`src/rtl/mips_ctrl_pkg.sv`:
```
// Shared definitions for the MIPS run controller and the datapath decoder.
// Holds:
//   - the command opcodes carried on CmdOp
//   - the controller state encoding shown on the State debug readout
//   - the HALT opcode, so the decoder that drives HaltDetected uses the same value
//   - the registered control-output bundle and its per-state decode
package mips_ctrl_pkg;

  localparam logic [1:0] CMD_RUN   = 2'd0;
  localparam logic [1:0] CMD_STEP  = 2'd1;
  localparam logic [1:0] CMD_STOP  = 2'd2;
  localparam logic [1:0] CMD_CLEAR = 2'd3;

  // Primary opcode field value that the decoder treats as HALT.
  localparam logic [5:0] HALT_OPCODE = 6'h3F;

  typedef enum logic [2:0] {
    ST_IDLE   = 3'd0,
    ST_RUN    = 3'd1,
    ST_STEP   = 3'd2,
    ST_DRAIN  = 3'd3,
    ST_HALTED = 3'd4
  } state_e;

  typedef struct packed {
    logic pipe_en;
    logic pc_hold;
    logic ifid_flush;
    logic cmd_ready;
  } ctrl_t;

  // Level outputs are a pure function of the state being entered. They are
  // loaded into a register together with the state, so they stay glitch-free.
  function automatic ctrl_t ctrl_of(state_e s);
    ctrl_t c;
    c.pipe_en    = (s == ST_RUN) || (s == ST_STEP) || (s == ST_DRAIN);
    c.pc_hold    = (s == ST_DRAIN);
    c.ifid_flush = (s == ST_DRAIN);
    c.cmd_ready  = (s == ST_IDLE) || (s == ST_RUN) || (s == ST_HALTED);
    return c;
  endfunction

endpackage

```
`src/rtl/mips_run_controller_if.sv`:
```
// Command channel between the debug/host side and the run controller.
// Signals:
//   CmdValid   host -> ctrl  command present
//   CmdReady   ctrl -> host  command can be accepted this cycle
//   CmdOp      host -> ctrl  RUN / STEP / STOP / CLEAR
//   StepCount  host -> ctrl  cycle count for STEP (0 means 1)
// Modports:
//   master  the host side
//   slave   the controller
interface mips_run_controller_if #(
  parameter int STEP_W = 16
);
  logic              CmdValid;
  logic              CmdReady;
  logic [1:0]        CmdOp;
  logic [STEP_W-1:0] StepCount;

  modport master (output CmdValid, output CmdOp, output StepCount, input CmdReady);
  modport slave  (input CmdValid, input CmdOp, input StepCount, output CmdReady);
endinterface

```
`src/rtl/mips_run_controller_sat_counter.sv`:
```
// Saturating up-counter with synchronous clear.
// Ports:
//   clk    clock, rising edge
//   rst    synchronous active-high reset
//   en     count enable
//   clr    synchronous clear; wins over en
//   count  current value; sticks at all-ones instead of wrapping
module sat_counter #(
  parameter int W = 32
) (
  input  logic         clk,
  input  logic         rst,
  input  logic         en,
  input  logic         clr,
  output logic [W-1:0] count
);

  always_ff @(posedge clk) begin
    if (rst || clr) begin
      count <= '0;
    end else if (en && (count != {W{1'b1}})) begin
      count <= count + W'(1);
    end
  end

endmodule

```
`src/rtl/mips_run_controller.sv`:
```
// Execution sequencer for the 5-stage MIPS pipeline.
// Turns RUN/STEP/STOP/CLEAR commands into the global pipeline enable, and
// drains the in-flight instructions after a HALT reaches IF/ID before
// freezing the pipeline.
// Ports:
//   ClockIn        system clock, rising edge
//   Reset          synchronous active-high reset
//   cmd            command channel (CmdValid/CmdReady/CmdOp/StepCount)
//   HaltDetected   IF/ID holds the HALT opcode
//   PipeEnable     enable for PC and all pipeline registers
//   PCHold         freeze PC while later stages advance
//   IFIDFlush      load a bubble into IF/ID
//   DatapathReset  one-cycle reset pulse to the datapath
//   CycleCount     saturating count of cycles with PipeEnable=1
//   Done           one-cycle pulse after a STEP or a drain completes
//   State          encoded state for debug readout
//
// state     | meaning
// ----------+-----------------------------------------------------------
// ST_IDLE   | pipeline frozen, waiting for a command
// ST_RUN    | free-running until STOP or HALT
// ST_STEP   | running for a fixed number of cycles, commands blocked
// ST_DRAIN  | HALT in IF/ID; later stages finish, no new fetch
// ST_HALTED | frozen after a HALT; only CLEAR leaves
module mips_run_controller
  import mips_ctrl_pkg::*;
#(
  parameter int DRAIN_CYCLES = 4,
  parameter int STEP_W       = 16,
  parameter int CNT_W        = 32
) (
  input  logic                    ClockIn,
  input  logic                    Reset,
  mips_run_controller_if.slave    cmd,
  input  logic                    HaltDetected,
  output logic                    PipeEnable,
  output logic                    PCHold,
  output logic                    IFIDFlush,
  output logic                    DatapathReset,
  output logic [CNT_W-1:0]        CycleCount,
  output logic                    Done,
  output logic [2:0]              State
);

  localparam int DW = $clog2(DRAIN_CYCLES + 1);

  state_e            state;
  ctrl_t             ctrl_q;
  logic [STEP_W-1:0] step_cnt;
  logic [DW-1:0]     drain_cnt;
  logic              cmd_fire;
  logic              halt_seen;
  logic              clear_fire;

  assign cmd_fire  = cmd.CmdValid & ctrl_q.cmd_ready;
  // HALT only matters while the pipeline is actually advancing under RUN/STEP;
  // in DRAIN the same instruction is still visible and must be ignored.
  assign halt_seen = HaltDetected & ctrl_q.pipe_en &
                     ((state == ST_RUN) || (state == ST_STEP));
  // CLEAR acts only from the frozen states; in RUN it is swallowed.
  assign clear_fire = cmd_fire && (cmd.CmdOp == CMD_CLEAR) &&
                      ((state == ST_IDLE) || (state == ST_HALTED));

  always_ff @(posedge ClockIn) begin
    if (Reset) begin
      state         <= ST_IDLE;
      ctrl_q        <= ctrl_of(ST_IDLE);
      step_cnt      <= '0;
      drain_cnt     <= '0;
      Done          <= 1'b0;
      DatapathReset <= 1'b0;
    end else begin
      Done          <= 1'b0;
      DatapathReset <= 1'b0;
      unique case (state)
        ST_IDLE: begin
          if (cmd_fire) begin
            unique case (cmd.CmdOp)
              CMD_RUN: begin
                state  <= ST_RUN;
                ctrl_q <= ctrl_of(ST_RUN);
              end
              CMD_STEP: begin
                state    <= ST_STEP;
                ctrl_q   <= ctrl_of(ST_STEP);
                step_cnt <= (cmd.StepCount == '0) ? STEP_W'(1) : cmd.StepCount;
              end
              CMD_CLEAR: DatapathReset <= 1'b1;
              default: ;
            endcase
          end
        end

        ST_RUN: begin
          if (halt_seen) begin
            state     <= ST_DRAIN;
            ctrl_q    <= ctrl_of(ST_DRAIN);
            drain_cnt <= DW'(DRAIN_CYCLES);
          end else if (cmd_fire && (cmd.CmdOp == CMD_STOP)) begin
            state  <= ST_IDLE;
            ctrl_q <= ctrl_of(ST_IDLE);
          end
        end

        ST_STEP: begin
          if (halt_seen) begin
            // A HALT on the last step cycle cancels the step's Done.
            state     <= ST_DRAIN;
            ctrl_q    <= ctrl_of(ST_DRAIN);
            drain_cnt <= DW'(DRAIN_CYCLES);
          end else begin
            step_cnt <= step_cnt - STEP_W'(1);
            if (step_cnt == STEP_W'(1)) begin
              state  <= ST_IDLE;
              ctrl_q <= ctrl_of(ST_IDLE);
              Done   <= 1'b1;
            end
          end
        end

        ST_DRAIN: begin
          drain_cnt <= drain_cnt - DW'(1);
          if (drain_cnt == DW'(1)) begin
            state  <= ST_HALTED;
            ctrl_q <= ctrl_of(ST_HALTED);
            Done   <= 1'b1;
          end
        end

        ST_HALTED: begin
          if (clear_fire) begin
            state         <= ST_IDLE;
            ctrl_q        <= ctrl_of(ST_IDLE);
            DatapathReset <= 1'b1;
          end
        end

        default: begin
          state  <= ST_IDLE;
          ctrl_q <= ctrl_of(ST_IDLE);
        end
      endcase
    end
  end

  assign PipeEnable   = ctrl_q.pipe_en;
  assign PCHold       = ctrl_q.pc_hold;
  assign IFIDFlush    = ctrl_q.ifid_flush;
  assign cmd.CmdReady = ctrl_q.cmd_ready;
  assign State        = state;

  sat_counter #(
    .W (CNT_W)
  ) u_cycle_cnt (
    .clk   (ClockIn),
    .rst   (Reset),
    .en    (PipeEnable),
    .clr   (clear_fire),
    .count (CycleCount)
  );

endmodule

```
`src/flat_wrapper.sv`:
```
// flat-port wrapper written by rule: the top's interface ports become plain ports
module mips_run_controller_flat import mips_ctrl_pkg::*;
#(
  parameter int DRAIN_CYCLES = 4,
  parameter int STEP_W       = 16,
  parameter int CNT_W        = 32
)
  (ClockIn, Reset, HaltDetected, PipeEnable, PCHold, IFIDFlush, DatapathReset, CycleCount, Done, State, cmd_CmdValid, cmd_CmdOp, cmd_StepCount, cmd_CmdReady);
  mips_run_controller_if #(.STEP_W(STEP_W)) cmd_i ();
  input  logic ClockIn;
  input  logic Reset;
  input  logic HaltDetected;
  output logic PipeEnable;
  output logic PCHold;
  output logic IFIDFlush;
  output logic DatapathReset;
  output logic [CNT_W-1:0] CycleCount;
  output logic Done;
  output logic [2:0] State;
  input wire logic [$bits(cmd_i.CmdValid)-1:0] cmd_CmdValid;
  input wire logic [$bits(cmd_i.CmdOp)-1:0] cmd_CmdOp;
  input wire logic [$bits(cmd_i.StepCount)-1:0] cmd_StepCount;
  output wire logic [$bits(cmd_i.CmdReady)-1:0] cmd_CmdReady;
  assign cmd_i.CmdValid = cmd_CmdValid;
  assign cmd_i.CmdOp = cmd_CmdOp;
  assign cmd_i.StepCount = cmd_StepCount;
  assign cmd_CmdReady = cmd_i.CmdReady;
  mips_run_controller #(.DRAIN_CYCLES(DRAIN_CYCLES), .STEP_W(STEP_W), .CNT_W(CNT_W)) u_core (.ClockIn(ClockIn), .Reset(Reset), .cmd(cmd_i), .HaltDetected(HaltDetected), .PipeEnable(PipeEnable), .PCHold(PCHold), .IFIDFlush(IFIDFlush), .DatapathReset(DatapathReset), .CycleCount(CycleCount), .Done(Done), .State(State));
endmodule
```
`config.mk`:
```
export PLATFORM = sky130hd
export DESIGN_NAME = mips_run_controller_flat
export DESIGN_NICKNAME = d
export VERILOG_FILES = /design/src/rtl/mips_ctrl_pkg.sv /design/src/rtl/mips_run_controller_if.sv /design/src/rtl/mips_run_controller_sat_counter.sv /design/src/rtl/mips_run_controller.sv /design/src/flat_wrapper.sv
export SDC_FILE = /design/constraint.sdc
export NUM_CORES = 1
export LEC_CHECK = 0
export ABC_AREA = 1
export CAP_MARGIN = 0
export CORE_AREA = 2 2 93 95
export CTS_CLUSTER_DIAMETER = 150
export DETAILED_ROUTE_END_ITERATION = 16
export DIE_AREA = 0 0 95 97
export GPL_ROUTABILITY_DRIVEN = 0
export PLACE_DENSITY = 0.78
export SETUP_SLACK_MARGIN = 0.15
export SYNTH_ARGS = -nofsm -noshare
export SYNTH_HDL_FRONTEND = slang
export SYNTH_SLANG_ARGS = --single-unit
```
`constraint.sdc`:
```
create_clock -name ClockIn -period 1.7 [get_ports ClockIn]
set_clock_uncertainty 0.1 [all_clocks]
set_input_delay 0.34 -clock ClockIn [delete_from_list [all_inputs] [get_ports ClockIn]]
set_output_delay 0.34 -clock ClockIn [all_outputs]
set_load 0.02 [all_outputs]
```
==> flow_metrics.tcl <==
set metrics [dict create \
    critPathCaptureType "register" \
    p_int_mw 4.69 \
    setup.worst_path.class "reg -> reg" \
    comb_power_share_pct 58.2 \
    start_kind "register" \
    clkLatencyLatePin_ns 0.36 \
    die_y_microns 97 \
    outcome "finished with violations" \
    area.growth.synth_to_final_pct 59.5 \
    yosysSeqAreaShare_pct 30.0 \
    port-buffer-count 62 \
    power.density_nw_per_um2 1340 \
    initial_utilization_pct 48.5 \
    ys_ff_latch 59 \
    peakVddDrop_mv 1.12 \
    relSlewSlack_pct 76.7 \
    synth.area.top_cells "dfxtp_1, nand2_1, nor2_1" \
    switching_share_pct 44.4 \
    synth.distinct_cells 30 \
    synth_edf_count 0 \
    drive_above_1_share_pct 39.7 \
    finalPower_mw 8.44 \
    clk_pin_slew_ns 0.08 \
    synth_top_family_by_area "simple AND/OR/NAND/NOR gates" \
    setup_violations 20 \
    synth_most_common_cell "nand2_1" \
    die_w_microns 95 \
    hold_path_depth 3 \
    finalMaxSlewViolations 0 \
    drc 0 \
    synth-simple-area-share_pct 44.6 \
    synth_commonest_cells "nand2_1, nor2_1, inv_1, dfxtp_1, nand3_1" \
    layout_min_cycle_time_ns 1.86 \
    drtPass1Iterations 5 \
    muxShareOfSynthArea_pct 0 \
    htreeDepth 3 \
    p_sw_mw 3.74 \
    p_clk_share_pct 18.8 \
    fillers 537 \
    seqPwrFrac_pct 22.9 \
    cts_buffers 9 \
    synth-xor-area-share_pct 3.33 \
    path_depth 10 \
    antenna_found_initial 0 \
    async_flop_share_pct 0 \
    grtUsageTotal_pct 27.2 \
    hold_class "in -> reg" \
    vias 5203 \
    grt_first_pass_wirelength_microns 20300 \
    dp_hpwl_microns 8610 \
    coreArea_sq_um 8130 \
    fin_ws_ns -0.156 \
    post-route-period-util_pct 109 \
    synthAdderAreaFrac_pct 1.59 \
    crit_path_top_delay_cell "dfxtp_2" \
    ant_nets 0 \
    synth_compound_area_share_pct 11.7 \
    worstMarginPinSlew_ns 0.346 \
    overflow 0 \
    num_rows 33 \
    netlist.area_leader.share_pct 30.0 \
    ys.flop_type "dfxtp_1" \
    fmax_mhz 539 \
    clockBufferDepth 2 \
    vias_per_cell 5.64 \
    holdBufCountCts 0 \
    fin_nets 840 \
    diodes 0 \
    grt_pass1_vias 4677 \
    worstPathRequired_ns 1.85 \
    cts.sinks 59 \
    synth_area_leader_cell "dfxtp_1" \
    io_pins 63 \
    crit_fanout 4 \
    cts_root_buffer "clkbuf_8" \
    rsz0062_at_grt "true" \
    syn_area_per_cell_sq_um 5.96 \
    crit_chain "buf_4 -> nand2_1 -> nor2_1 -> nand2_1 -> nor2_1 -> nand2_1 -> nand2_1 -> nand2_1 -> nand2_1 -> a21oi_2" \
    critPathBufInv 1 \
    tritoncts "yes" \
    r2r_cells 10 \
    ys_warn_count 0 \
    crit_family "simple AND/OR/NAND/NOR gates" \
    synthesis.nets 689 \
    violations "setup timing" \
    utilization_pct 77.3 \
    routedWlPerCell_microns 16.4 \
    grt_max_degree 28 \
    syn_inst 662 \
    slowest_delay_ns 0.35 \
    synth_area_sq_um 3940 \
    cp.arrival_ns 2.01 \
    finalHoldViolations 0 \
    maxCapViolations 0 \
    crit_top_cell "nand2_1" \
    power.leakage_nw 2.75 \
    routed_wl_microns 15100 \
    drtIter0Drc 329 \
    die-area_sq_um 9220 \
]
## metrics by stage
step	setup TNS, ns	setup WS, ns	std cells	instance area (sq um)	hold slack (ns)
finish	-0.546	-0.156	923	6290	0.340
floorplan	0	0.0880	662	4040	0.340
detailed placement	-10.67	-0.291	858	5060	0.363
global placement	-8.07	-0.227	858	5060	0.348
global route	-2.76	-0.195	923	6290	0.348
CTS	0	0.0425	904	5740	0.314
## sequential cells by signal, indices dropped and copies added, names as in the netlist
name and count:
u_core.u_cycle_cnt.count 32, u_core.step_cnt 16, u_core.State 3, u_core.drain_cnt 3, u_core.DatapathReset 1, u_core.Done 1, u_core.IFIDFlush 1, u_core.PipeEnable 1
u_core.cmd.CmdReady 1
## what timing repair did
action,CTS,global route
gates resized for setup,126,170
cloned,2,1
buffers inserted,28,18
pin swaps,32,40
endpoints found under the setup margin,88,77
## layout make-up
cell class	instances	area [sq um]	area share, %
clock buffers	13	179	2.85
multi-input cells	524	3010	47.8
clock inverters	3	67.6	1.07
flip-flops and latches	59	1270	20.3
well taps	105	131	2.09
inverters	64	255	4.06
repair buffers	155	1370	21.8
## cell families (layout without fill, tap and decap cells)
family	after synthesis	in the layout
AND/OR/NAND/NOR	427	427
buffers and inverters	79	235
AO/OA/AOI/OAI	77	77
flip-flops	59	59
XOR/XNOR	15	15
adder cells (fa/ha/maj)	5	5
## per-layer routing
layer | wire [microns] | track usage (%) | up-vias
met2 | 7570 | 47.2 | 330
met5 | 0 | 0 | -
met1 | 5450 | 30.7 | 2399
met3 | 1230 | 6.31 | 96
li1 | - | - | 2378
met4 | 902 | 13.0 | 0
## cell usage in the layout (no fill, tap or decap), types with 3 or more instances in the layout
cell / instances
buf_4: 81
clkbuf_2: 12
clkbuf_8: 13
o21ai_1: 5
dfxtp_1: 20
nand2_2: 30
o21ai_0: 15
clkdlybuf4s50_1: 18
xnor2_1: 7
inv_1: 54
nor2_4: 20
nand3_1: 28
inv_4: 4
ha_1: 3
dlygate4sd2_1: 16
nand3b_1: 4
dfxtp_4: 18
nor2_2: 22
a21oi_1: 24
nor2_1: 79
buf_2: 5
nand2_1: 190
inv_2: 5
nand4_1: 8
xor2_1: 8
clkdlybuf4s15_1: 8
nand2_4: 30
dfxtp_2: 21
buf_12: 8
a21oi_2: 28
o21ai_2: 4
nand3_2: 8
## power groups by stage
| stage | Clock (mW) | Sequential [mW] | Combinational (mW) |
|---|---|---|---|
| after floorplan | 0 | 1.91 | 2.23 |
| after global placement | 0 | 1.90 | 3.12 |
| after detailed placement | 0 | 1.90 | 3.20 |
| after CTS | 1.60 | 1.85 | 3.76 |
| after global routing | 1.66 | 1.96 | 5.31 |
| final | 1.59 | 1.94 | 4.91 |
## worst paths after layout
check	startpoint	end	slack (ns)
max	u_core.u_cycle_cnt.count[13]	u_core.u_cycle_cnt.count[21]	-0.16
min	cmd_CmdOp[0]	u_core.DatapathReset	0.34
min reg2reg	u_core.drain_cnt[2]	u_core.drain_cnt[2]	0.37
max reg2reg	u_core.u_cycle_cnt.count[13]	u_core.u_cycle_cnt.count[21]	-0.16
## worst reg2reg max path, stage by stage (launching register included)
cell     delay, ns
dfxtp_2       0.35
buf_4         0.15
nand2_1       0.09
nor2_1        0.24
nand2_1       0.16
nor2_1        0.21
nand2_1       0.11
nand2_1       0.08
nand2_1       0.08
nand2_1       0.12
a21oi_2       0.07
(Power assumes the default switching activity.)
